## src/rtl/dbi_pkg.sv

```systemverilog
// Shared constants for the 128-bit link DBI encoder/decoder pair and its monitors.
package dbi_pkg;

    localparam int unsigned DBI_BW      = 128;
    localparam int unsigned DBI_CNT_W   = $clog2(DBI_BW) + 1;
    localparam int unsigned DBI_STATS_W = 32;

endpackage

```

## src/rtl/dbi_encode_128b_popcount_tree.sv

```systemverilog
// popcount_tree: combinational population count built as a balanced recursive adder tree.
module popcount_tree #(
    parameter int unsigned W  = 128,
    parameter int unsigned OW = $clog2(W) + 1
) (
    input  logic [W-1:0]  bits_i,
    output logic [OW-1:0] count_o
);

    generate
        if (W == 1) begin : g_leaf
            always_comb begin
                count_o = OW'(bits_i);
            end
        end else begin : g_split
            localparam int unsigned WL  = W / 2;
            localparam int unsigned WH  = W - WL;
            localparam int unsigned OWL = $clog2(WL) + 1;
            localparam int unsigned OWH = $clog2(WH) + 1;

            logic [OWL-1:0] cnt_lo;
            logic [OWH-1:0] cnt_hi;

            popcount_tree #(.W(WL), .OW(OWL)) u_lo (
                .bits_i  (bits_i[WL-1:0]),
                .count_o (cnt_lo)
            );

            popcount_tree #(.W(WH), .OW(OWH)) u_hi (
                .bits_i  (bits_i[W-1:WL]),
                .count_o (cnt_hi)
            );

            always_comb begin
                count_o = OW'(cnt_lo) + OW'(cnt_hi);
            end
        end
    endgenerate

endmodule

```

## src/rtl/dbi_encode_128b.sv

```systemverilog
// Two-stage AC-DBI transmit encoder; optional inversion counter under `DBI_ENC_STATS_EN`.
module dbi_encode_128b
    import dbi_pkg::*;
#(
    parameter int unsigned bw = DBI_BW
) (
    input  logic          clk,
    input  logic          reset,
    input  logic          dbi_en,
    input  logic          valid_in,
    input  logic [bw-1:0] data_in,
    output logic          valid_out,
    output logic [bw:0]   data_out
`ifdef DBI_ENC_STATS_EN
    ,
    output logic [DBI_STATS_W-1:0] inv_count
`endif
);

    localparam int unsigned CW = $clog2(bw) + 1;

    logic [bw-1:0] prev_raw_q, prev_raw_d;
    logic          inv_prev_q, inv_prev_d;

    logic          s1_valid_q, s1_valid_d;
    logic [bw-1:0] s1_data_q,  s1_data_d;
    logic          s1_en_q,    s1_en_d;
    logic [CW-1:0] s1_t_q,     s1_t_d;

    logic          valid_out_q, valid_out_d;
    logic [bw:0]   data_out_q,  data_out_d;

    logic [bw-1:0] raw_diff;
    logic [CW-1:0] raw_toggles;
    logic [CW-1:0] tog;
    logic          inv;

    // Stage 1 counts toggles against the last raw word, independent of its encoding
    always_comb begin
        raw_diff = data_in ^ prev_raw_q;
    end

    popcount_tree #(.W(bw), .OW(CW)) u_popcount (
        .bits_i  (raw_diff),
        .count_o (raw_toggles)
    );

    always_comb begin
        s1_valid_d = valid_in;
        s1_data_d  = s1_data_q;
        s1_en_d    = s1_en_q;
        s1_t_d     = s1_t_q;
        prev_raw_d = prev_raw_q;
        if (valid_in) begin
            s1_data_d  = data_in;
            s1_en_d    = dbi_en;
            s1_t_d     = raw_toggles;
            prev_raw_d = data_in;
        end
    end

    // If the previous word went out inverted, every non-toggling raw bit toggles on the bus
    always_comb begin
        tog = inv_prev_q ? (CW'(bw) - s1_t_q) : s1_t_q;
        inv = s1_en_q & (tog > CW'(bw / 2));
    end

    always_comb begin
        valid_out_d = s1_valid_q;
        data_out_d  = data_out_q;
        inv_prev_d  = inv_prev_q;
        if (s1_valid_q) begin
            data_out_d = {inv, (inv ? ~s1_data_q : s1_data_q)};
            inv_prev_d = inv;
        end
    end

    always_ff @(posedge clk) begin
        if (reset) begin
            prev_raw_q  <= '0;
            inv_prev_q  <= 1'b0;
            s1_valid_q  <= 1'b0;
            s1_data_q   <= '0;
            s1_en_q     <= 1'b0;
            s1_t_q      <= '0;
            valid_out_q <= 1'b0;
            data_out_q  <= '0;
        end else begin
            prev_raw_q  <= prev_raw_d;
            inv_prev_q  <= inv_prev_d;
            s1_valid_q  <= s1_valid_d;
            s1_data_q   <= s1_data_d;
            s1_en_q     <= s1_en_d;
            s1_t_q      <= s1_t_d;
            valid_out_q <= valid_out_d;
            data_out_q  <= data_out_d;
        end
    end

    always_comb begin
        valid_out = valid_out_q;
        data_out  = data_out_q;
    end

`ifdef DBI_ENC_STATS_EN
    logic [DBI_STATS_W-1:0] inv_count_q, inv_count_d;

    always_comb begin
        inv_count_d = inv_count_q;
        if (s1_valid_q && inv && (inv_count_q != '1)) begin
            inv_count_d = inv_count_q + DBI_STATS_W'(1);
        end
    end

    always_ff @(posedge clk) begin
        if (reset) begin
            inv_count_q <= '0;
        end else begin
            inv_count_q <= inv_count_d;
        end
    end

    always_comb begin
        inv_count = inv_count_q;
    end
`endif

endmodule
```

## config.mk

```make
export PLATFORM = sky130hd
export DESIGN_NAME = dbi_encode_128b
export DESIGN_NICKNAME = d
export VERILOG_FILES = /design/src/rtl/dbi_pkg.sv /design/src/rtl/dbi_encode_128b_popcount_tree.sv /design/src/rtl/dbi_encode_128b.sv
export SDC_FILE = /design/constraint.sdc
export NUM_CORES = 1
export LEC_CHECK = 0
export CORE_AREA = 2 2 204 206
export DETAILED_ROUTE_END_ITERATION = 7
export DIE_AREA = 0 0 206 208
export MAX_ROUTING_LAYER = met4
export PLACE_DENSITY = 0.73
export SLEW_MARGIN = 5
export SYNTH_ARGS = -nofsm -noshare
export SYNTH_HDL_FRONTEND = slang
export SYNTH_SLANG_ARGS = --single-unit
```

## constraint.sdc

```tcl
create_clock -name clk -period 9.65 [get_ports clk]
set_input_delay 1.4475 -clock clk [delete_from_list [all_inputs] [get_ports clk]]
set_output_delay 1.4475 -clock clk [all_outputs]
set_load 0.005 [all_outputs]
```

==> flow_metrics.py <==
metrics = {
    "yosys": {
        "avgSynthCellArea_um2": 10.4,
        "synth_top_area_share_pct": 33.3,
        "synth_top_area_cell": "dfxtp_1",
        "synth_area_um2": 16100,
        "ys.flop_type": "dfxtp_1",
        "syn_nets": 1827,
        "ys_types": 46,
        "ys_seq_area_share_pct": 33.3,
        "syn-instance-count": 1555,
        "synth.area.top_cells": "dfxtp_1, fa_1, mux2i_1",
        "synth_warnings": 0,
        "synthArstFlopShare_pct": 0,
        "synth_edf_count": 0,
        "yosys_register_bits": 268,
    },
    "drt": {
        "viasPerCell": 4.87,
        "drc": 0,
        "routed_wl_um": 40900,
        "initialDrtViolationCount": 514,
        "vias": 11300,
        "firstDrtPassIters": 5,
        "routedWlPerCell_um": 17.6,
        "ant_nets": 0,
    },
    "clock_tree": {
        "htreeDepth": 1,
        "cts_max_path_buffers": 3,
        "cts_sinks": 268,
        "cts_tree": "yes",
        "clockRootBuffer": "clkbuf_16",
        "clkTransAtPathRegs_ps": 60,
        "cts_setup_buffers": 0,
        "cts_resized": 0,
        "cts_buffers": 30,
        "ctsHoldBuffers": 0,
        "clock_latency_ps": 580,
    },
    "status": {
        "status": "complete, no violations",
    },
    "final_layout": {
        "multi_input_area_um2": 9830,
        "nets": 2031,
        "nFillCells": 3764,
        "utilization_pct": 49.3,
        "drive_gt1_share_pct": 9.37,
        "seq_area_um2": 5370,
        "final-instance-count-excl-fill": 2320,
        "syn_to_final_growth_pct": 24.1,
    },
    "critical_path": {
        "endpoint": "s1_t_q[6]",
        "cp-end-kind": "flop",
        "cp.depth": 22,
        "rr_endpoint": "s1_t_q[6]",
        "r2r_cells": 22,
        "r2r_slack_ps": 2020,
        "cpPeakStageDelay_ps": 630,
        "worstSetupStartpoint": "data_in[15]",
        "critPathLaunchType": "primary input",
        "path_buf_inv": 5,
        "critPathMaxFanout": 3,
        "path_delay_family": "adder cells",
        "crit_chain": "clkdlybuf4s50_1 -> xor2_1 -> fa_1 -> inv_1 -> fa_1 -> inv_1 -> fa_1 -> fa_1 -> fa_1 -> fa_1 -> fa_1 -> fa_1 -> inv_1 -> fa_1 -> fa_1 -> inv_1 -> ha_1 -> fa_1 -> a21o_1 -> a21boi_0 -> or4_1 -> nand3_1",
        "worst_ep_arrival_time_ps": 9060,
        "cp_common_cell": "fa_1",
        "critPathRequiredTime_ps": 10110,
        "r2r-start": "s1_data_q[97]",
        "cpMaxStageDelayCell": "fa_1",
        "critPathKind": "in -> reg",
    },
    "place": {
        "gp_congestion": 0.845,
        "place_inst": 2259,
        "dp_hpwl_um": 29600,
        "io_buffers": 261,
        "dp_slack_ps": 469,
    },
    "timing": {
        "setup_tns_ps": 0,
        "fmax_mhz": 116,
        "post-route-min-period_ps": 8600,
        "setup_slack_ps": 1050,
        "setup_viol": 0,
        "maxSlewViolCount": 0,
        "hold_viol_final": 0,
        "rsz0062_at_grt": "no",
        "relSlewSlack_pct": 20.9,
        "skew_ps": 21.8,
        "finalCritPeriodShare_pct": 89.1,
        "worst_pin_slew_ps": 1190,
    },
    "flow_run": {
        "drv_cap": 0,
    },
    "floorplanning": {
        "die_w_um": 206,
        "die_h_um": 208,
        "die-area_um2": 42800,
        "start_util_pct": 39.7,
        "boundaryPins": 262,
        "rows": 74,
        "core_um2": 40600,
    },
    "global_route": {
        "grt_pass1_vias": 11300,
        "overflow": 0,
        "antenna_found_initial": 5,
        "grt_pass1_wl_um": 64100,
        "track_usage_pct": 19.6,
        "grt_max_degree": 164,
    },
    "min_path": {
        "hold_class": "reg -> reg",
    },
}
## metrics by stage
stage               cell area [um2]  hold slack [ps]
finish                        20000              483
global route                  20000              502
floorplan                     16100              455
global placement              18900              469
CTS                           20000              486
detailed placement            18900              478
## sequential cells by signal, indices dropped and copies added, names as in the netlist
signal      count
s1_t_q          8
inv_prev_q      1
s1_en_q         1
valid_out       1
s1_data_q     128
s1_valid_q      1
data_out      128
## cells in the mapped netlist (all sizes together) (25+ instances only)
| master | count |
|---|---|
| a311oi | 29 |
| buf | 45 |
| clkbuf | 54 |
| dfxtp | 268 |
| fa | 115 |
| ha | 25 |
| inv | 93 |
| mux2 | 99 |
| mux2i | 230 |
| nor2 | 366 |
| o21ai | 34 |
| or3 | 29 |
| xnor2 | 62 |
| xor2 | 68 |
## final cells by class
| class | instances | share of cell area [%] |
|---|---|---|
| clock buffers | 44 | 4.52 |
| flip-flops and latches | 268 | 26.8 |
| inverters | 93 | 1.74 |
| clock inverters | 12 | 0.901 |
| well taps | 532 | 3.33 |
| multi-input cells | 1095 | 49.1 |
| repair buffers | 271 | 13.5 |
| diodes | 5 | 0.0625 |
## worst min-delay path by stage
stage                       from           end  slack (ps)  cells after the start
CTS                 data_out[27]  data_out[27]         490                      2
detailed placement  data_out[27]  data_out[27]         480                      2
finish              data_out[27]  data_out[27]         480                      2
global route        data_out[23]  data_out[23]         500                      2
global placement       s1_t_q[5]     s1_t_q[5]         470                      2
floorplan              s1_t_q[5]     s1_t_q[5]         460                      2
## cells in the final DEF, fill, tap and decap left out, types with 5 or more instances in the layout
master / n
clkdlybuf4s50_1: 259
inv_1: 93
mux2_4: 99
xor2_1: 68
fa_1: 115
diode_2: 5
a311oi_1: 29
o21ai_1: 14
buf_4: 10
ha_1: 25
nor2_1: 366
clkbuf_16: 30
xnor2_1: 62
dfxtp_1: 267
o21ai_0: 20
or3_1: 29
clkbuf_8: 11
mux2i_1: 230
## worst min-delay path: stages (launching register included)
cell	delay, ps
dfxtp_1	310
nor2_1	80
a311oi_1	50
## metal layers
metal,vias up,share of wire [%],track usage [%]
met5,-,0,-
met4,0,1.6,4.04
met3,41,7.7,5.11
met2,257,48,31.2
met1,5477,43,25.0
li1,5521,-,-
## kinds of logic after synthesis
family	after synthesis	share of synthesized area (%)
flops	268	33.3
buf+inv	192	5.78
compound gates	84	3.73
xor+xnor	130	7.06
fa+ha+maj	140	16.2
mux	329	23.5
simple gates	412	10.4
Power is left out: the tool's default activity adds up to more than one toggle a clock period on the data nets, which glitch-free logic cannot reach.
